`src/rtl/game_pkg.sv`:
```
// Shared definitions for the two-paddle game: match state encoding, serving side
// names and the default winning score.
package game_pkg;

    typedef enum logic [2:0] {
        ST_IDLE  = 3'd0,
        ST_SERVE = 3'd1,
        ST_PLAY  = 3'd2,
        ST_POINT = 3'd3,
        ST_OVER  = 3'd4
    } state_e;

    localparam logic SIDE_A = 1'b0;  // bottom paddle
    localparam logic SIDE_B = 1'b1;  // top paddle

    localparam int WIN_SCORE_DEF = 5;

endpackage

```
`src/rtl/match_sequencer_frame_timer.sv`:
```
// Frame counter shared by the point-hold and auto-serve delays: clears on request,
// advances on an enable and flags when it sits at the supplied terminal count.
module frame_timer #(
    parameter int FCNT_W = 8
) (
    input  logic              clk,
    input  logic              resetn,
    input  logic              clr,
    input  logic              en,
    input  logic [FCNT_W-1:0] term,
    output logic              done
);

    logic [FCNT_W-1:0] count_q;
    logic [FCNT_W-1:0] count_d;

    // Clear wins over the enable so a state change always restarts the count.
    always_comb begin
        count_d = count_q;
        if (clr) begin
            count_d = '0;
        end else if (en) begin
            count_d = count_q + FCNT_W'(1);
        end
    end

    always_ff @(posedge clk) begin
        if (!resetn) begin
            count_q <= '0;
        end else begin
            count_q <= count_d;
        end
    end

    assign done = (count_q == term);

endmodule

```
`src/rtl/match_sequencer.sv`:
```
// Round/match controller: IDLE->SERVE->PLAY->POINT->OVER, scoring and serve pulse.
// Define AUTO_SERVE_EN to let SERVE launch the ball by itself after SERVE_FRAMES frames.
module match_sequencer
    import game_pkg::*;
#(
    parameter int SCORE_W      = 3,
    parameter int WIN_SCORE    = WIN_SCORE_DEF,
    parameter int HOLD_FRAMES  = 30,
    parameter int SERVE_FRAMES = 120,
    parameter int FCNT_W       = 8
) (
    input  logic               clk,
    input  logic               resetn,
    input  logic               frame_tick,
    input  logic               start_req,
    input  logic               miss_bottom,
    input  logic               miss_top,
    output logic               play_en,
    output logic               serve_pulse,
    output logic               serve_side,
    output logic [SCORE_W-1:0] score_a,
    output logic [SCORE_W-1:0] score_b,
    output logic               win_a,
    output logic               win_b,
    output logic               game_over,
    output logic [2:0]         state_o
);

`ifdef AUTO_SERVE_EN
    localparam logic AUTO_SERVE = 1'b1;
`else
    localparam logic AUTO_SERVE = 1'b0;
`endif

    localparam logic [SCORE_W-1:0] WIN_VAL  = SCORE_W'(WIN_SCORE);
    localparam logic [FCNT_W-1:0]  HOLD_TC  = FCNT_W'(HOLD_FRAMES - 1);
    localparam logic [FCNT_W-1:0]  SERVE_TC = FCNT_W'(SERVE_FRAMES - 1);

    state_e             state_q, state_d;
    logic [SCORE_W-1:0] score_a_q, score_a_d;
    logic [SCORE_W-1:0] score_b_q, score_b_d;
    logic               serve_side_q, serve_side_d;
    logic               serve_pulse_q, serve_pulse_d;

    logic               fcnt_clr;
    logic               fcnt_en;
    logic [FCNT_W-1:0]  fcnt_term;
    logic               fcnt_done;
    logic               match_won;

    function automatic logic [SCORE_W-1:0] sat_inc(input logic [SCORE_W-1:0] v);
        return (v >= WIN_VAL) ? v : v + SCORE_W'(1);
    endfunction

    frame_timer #(
        .FCNT_W (FCNT_W)
    ) u_frame_timer (
        .clk    (clk),
        .resetn (resetn),
        .clr    (fcnt_clr),
        .en     (fcnt_en),
        .term   (fcnt_term),
        .done   (fcnt_done)
    );

    assign match_won = (score_a_q == WIN_VAL) || (score_b_q == WIN_VAL);

    // Any state change restarts the frame counter, so each timed wait starts from zero.
    assign fcnt_clr = (state_d != state_q);

    always_ff @(posedge clk) begin
        if (!resetn) begin
            state_q       <= ST_IDLE;
            score_a_q     <= '0;
            score_b_q     <= '0;
            serve_side_q  <= SIDE_A;
            serve_pulse_q <= 1'b0;
        end else begin
            state_q       <= state_d;
            score_a_q     <= score_a_d;
            score_b_q     <= score_b_d;
            serve_side_q  <= serve_side_d;
            serve_pulse_q <= serve_pulse_d;
        end
    end

    always_comb begin
        state_d       = state_q;
        score_a_d     = score_a_q;
        score_b_d     = score_b_q;
        serve_side_d  = serve_side_q;
        serve_pulse_d = 1'b0;
        fcnt_en       = 1'b0;
        fcnt_term     = HOLD_TC;
        case (state_q)
            ST_IDLE: begin
                if (start_req) begin
                    state_d = ST_SERVE;
                end
            end
            ST_SERVE: begin
                fcnt_term = SERVE_TC;
                fcnt_en   = AUTO_SERVE && frame_tick;
                if (start_req || (AUTO_SERVE && frame_tick && fcnt_done)) begin
                    state_d       = ST_PLAY;
                    serve_pulse_d = 1'b1;
                end
            end
            ST_PLAY: begin
                // Bottom miss wins a tie; the player who missed serves next.
                if (miss_bottom) begin
                    score_b_d    = sat_inc(score_b_q);
                    serve_side_d = SIDE_A;
                    state_d      = ST_POINT;
                end else if (miss_top) begin
                    score_a_d    = sat_inc(score_a_q);
                    serve_side_d = SIDE_B;
                    state_d      = ST_POINT;
                end
            end
            ST_POINT: begin
                fcnt_en = frame_tick;
                if (match_won) begin
                    state_d = ST_OVER;
                end else if (frame_tick && fcnt_done) begin
                    state_d = ST_SERVE;
                end
            end
            ST_OVER: begin
                if (start_req) begin
                    score_a_d    = '0;
                    score_b_d    = '0;
                    serve_side_d = SIDE_A;
                    state_d      = ST_SERVE;
                end
            end
            default: begin
                state_d = ST_IDLE;
            end
        endcase
    end

    always_comb begin
        play_en     = (state_q == ST_PLAY);
        game_over   = (state_q == ST_OVER);
        win_a       = (state_q == ST_OVER) && (score_a_q == WIN_VAL);
        win_b       = (state_q == ST_OVER) && (score_b_q == WIN_VAL);
        serve_pulse = serve_pulse_q;
        serve_side  = serve_side_q;
        score_a     = score_a_q;
        score_b     = score_b_q;
        state_o     = state_q;
    end

endmodule

```
`config.mk`:
```
export PLATFORM = sky130hd
export DESIGN_NAME = match_sequencer
export DESIGN_NICKNAME = d
export VERILOG_FILES = /design/src/rtl/game_pkg.sv /design/src/rtl/match_sequencer_frame_timer.sv /design/src/rtl/match_sequencer.sv
export SDC_FILE = /design/constraint.sdc
export NUM_CORES = 1
export LEC_CHECK = 0
export CORE_ASPECT_RATIO = 0.7
export CORE_MARGIN = 4
export CORE_UTILIZATION = 45
export DETAILED_ROUTE_END_ITERATION = 8
export GPL_TIMING_DRIVEN = 0
export PLACE_DENSITY = 0.67
export SLEW_MARGIN = 0
export SYNTH_ARGS = -nofsm -noshare
export SYNTH_HDL_FRONTEND = slang
export SYNTH_SLANG_ARGS = --single-unit
```
`constraint.sdc`:
```
create_clock -name clk -period 4.4 [get_ports clk]
set_clock_uncertainty 0.15 [all_clocks]
set_input_delay 0.66 -clock clk [delete_from_list [all_inputs] [get_ports clk]]
set_output_delay 0.66 -clock clk [all_outputs]
set_load 0.02 [all_outputs]
```
==> impl_metrics.ini <==
[job]
drv_cap = 0

[worst_hold_path]
hold_class = register to register
hold_path_end = score_a[1]
holdPathStages = 2
worstHoldStart = score_a[1]

[global_routing]
grt_pass1_vias = 1123
grt_pass1_wl_mm = 5.13
antenna_found_initial = 0
grt_start_max_net_pins = 11
grt_use_total = 0.193
overflow = 0

[placement]
dpl_cell_area_sq_um = 1390
hpwl_mm = 2.11
numPortBuffers = 20
placed_cells = 188
place_ws_ns = 1.93
routabilityCongestion = 0.873

[setup_path]
required_ns = 3.59
critPathMaxFanout = 10
r2r_cells = 6
crit_type = register to output port
r2r_slack_ns = 2.49
r2r-start = score_a[1]
cp-start-kind = register
endpoint_kind = output port
crit_arrival_ns = 2.01
r2r_end = score_a[2]

[synth]
synth-edff-count = 0
synthCells = 134
synth_area_per_cell_sq_um = 8.57
yosys-top-cells-count = dfxtp_1, nor2_1, inv_1
synth_nets = 145
synth_ff_type = dfxtp_1
synth_area_leaders = dfxtp_1, ha_1, xnor2_1
yosysWarnings = 0
synth_seq_cells = 19
seq_area_frac_synth = 0.331
yosys.area.top_type_share = 0.331
syn-cell-area_sq_um = 1150
synth.most_common_cell = dfxtp_1
synth_area_leader_cell = dfxtp_1
synthArstFlopShare = 0
yosysUniqueCellTypes = 47

[drt]
ant_nets = 0
first_pass_iters = 4
wl_per_cell_microns = 14.5
vias = 1121
first_iter_violations = 61
via_per_inst = 5.84
routed_wl_mm = 2.79
drc = 0

[floorplanning]
top_level_ports = 21
die_h_microns = 50.3
initial_core_util = 0.471
die_area_sq_um = 3440
die_w_microns = 68.4
core_sq_um = 2440
rows = 15

[timing]
rsz0062_at_grt = no
setup_viol = 0
fin_crit_ns = 2.82
finalHoldViolations = 0
fin_crit_sh = 0.640
finalWorstSetupSlack_ns = 1.58
max_slew_margin = 0.679
whs_ns = 0.394
tightest_slew_ns = 0.481
max_freq_mhz = 355
tns_ns = 0
maxSlewViolCount = 0

[clocking]
path_clk_slew_ns = 0.11
cts_inserted_buffers = 3
cts_resized = 0
h-tree-depth = 1
ctsHoldBuffers = 0
post_cts_buffers = 0
cts_tree = done
cts_root_buffer = clkbuf_4
clk_latency_ns = 0.30
clockBufferDepth = 2
clkSinkCount = 19

[pwr]
total_leakage_power_nw = 0.515
power_mw = 0.508
pwr_density_cell_nw_per_um2 = 358
ir_worst_vdd_mv = 0.243

[layout]
antenna_cells = 0
fin_util = 0.581
fillCellCount = 220
final_cell_area_sq_um = 1420
final_cells = 192
area_growth_syn_to_layout_pct = 23.4
finalNetCount = 170
drive_gt1_frac = 0.0823

[outcome]
status = finished clean
==> sequential cells by signal, summed over array words and instances, names as in the netlist <==
| signal | count |
|---|---|
| state_o | 3 |
| u_frame_timer.count_q | 8 |
| score_b | 3 |
| score_a | 3 |
| serve_pulse | 1 |
| serve_side | 1 |
==> critical path, cell delays in order, from the launching register on <==
cell and delay (ns):
dfxtp_1 0.40, buf_4 0.21, nor2_1 0.14, nand2_1 0.10
inv_1 0.10, and3_1 0.16, clkdlybuf4s50_1 0.60
==> cell type report <==
cell class / count / area (sq um) / area share
multi-input combinational: 100 / 706 / 0.498
sequential: 19 / 380 / 0.268
timing repair buffer: 20 / 200 / 0.141
tap: 34 / 42.5 / 0.0300
inverter: 10 / 37.5 / 0.0265
clock buffer: 4 / 26.3 / 0.0185
buffer: 5 / 25.0 / 0.0177
==> cell usage in the layout (no fill, tap or decap), types with 2 or more instances in the layout <==
cell	count
or3_1	2
buf_2	2
ha_1	5
nand2_1	8
a21oi_1	8
or4b_1	2
nor3_1	8
nor2_1	11
inv_1	10
a211oi_1	3
and4b_1	2
nand3_1	3
o211ai_1	2
clkbuf_1	2
dfxtp_1	19
clkbuf_4	3
nand2b_1	2
mux2i_1	2
clkdlybuf4s50_1	20
o21a_1	3
o21ai_0	4
xnor2_1	6
nand3b_1	2
and3_1	2
xor2_1	2
nand4_1	2
==> worst max path at each step <==
stage               start     to  slack [ns]  depth (start not counted)
3_5_place_dp   state_o[1]  win_b        1.93                          6
5_1_grt        state_o[1]  win_b        1.45                          6
2_1_floorplan  state_o[1]  win_a        2.32                          5
3_3_place_gp   state_o[1]  win_b        1.94                          6
4_1_cts        state_o[1]  win_b        1.58                          6
6_report       state_o[1]  win_b        1.58                          6
==> logic make-up (layout without fill, tap and decap cells) <==
kind of cell / count (synthesis) / count (layout) / synth area share
simple gates: 55 / 55 / 0.303
compound gates: 30 / 30 / 0.179
flops: 19 / 19 / 0.331
buf+inv: 15 / 39 / 0.0545
xor+xnor: 8 / 8 / 0.0610
fa+ha+maj: 5 / 5 / 0.0545
mux: 2 / 2 / 0.0174
==> where the power goes <==
part           internal, mW  switching, mW  leakage, nW
clock network        0.0354         0.0544       0.0150
logic                0.0900          0.119        0.346
registers             0.187         0.0213        0.154
==> layer usage <==
layer / global-route usage / part of all wire / wire length [microns] / vias up
met4: 0.0429 / 0.0075 / 21 / 0
met1: 0.279 / 0.48 / 1330 / 514
met5: 0 / 0 / 0 / -
li1: - / - / - / 545
met3: 0.0626 / 0.095 / 264 / 5
met2: 0.276 / 0.42 / 1170 / 57
Note: power is estimated with default switching activity, not from simulation.
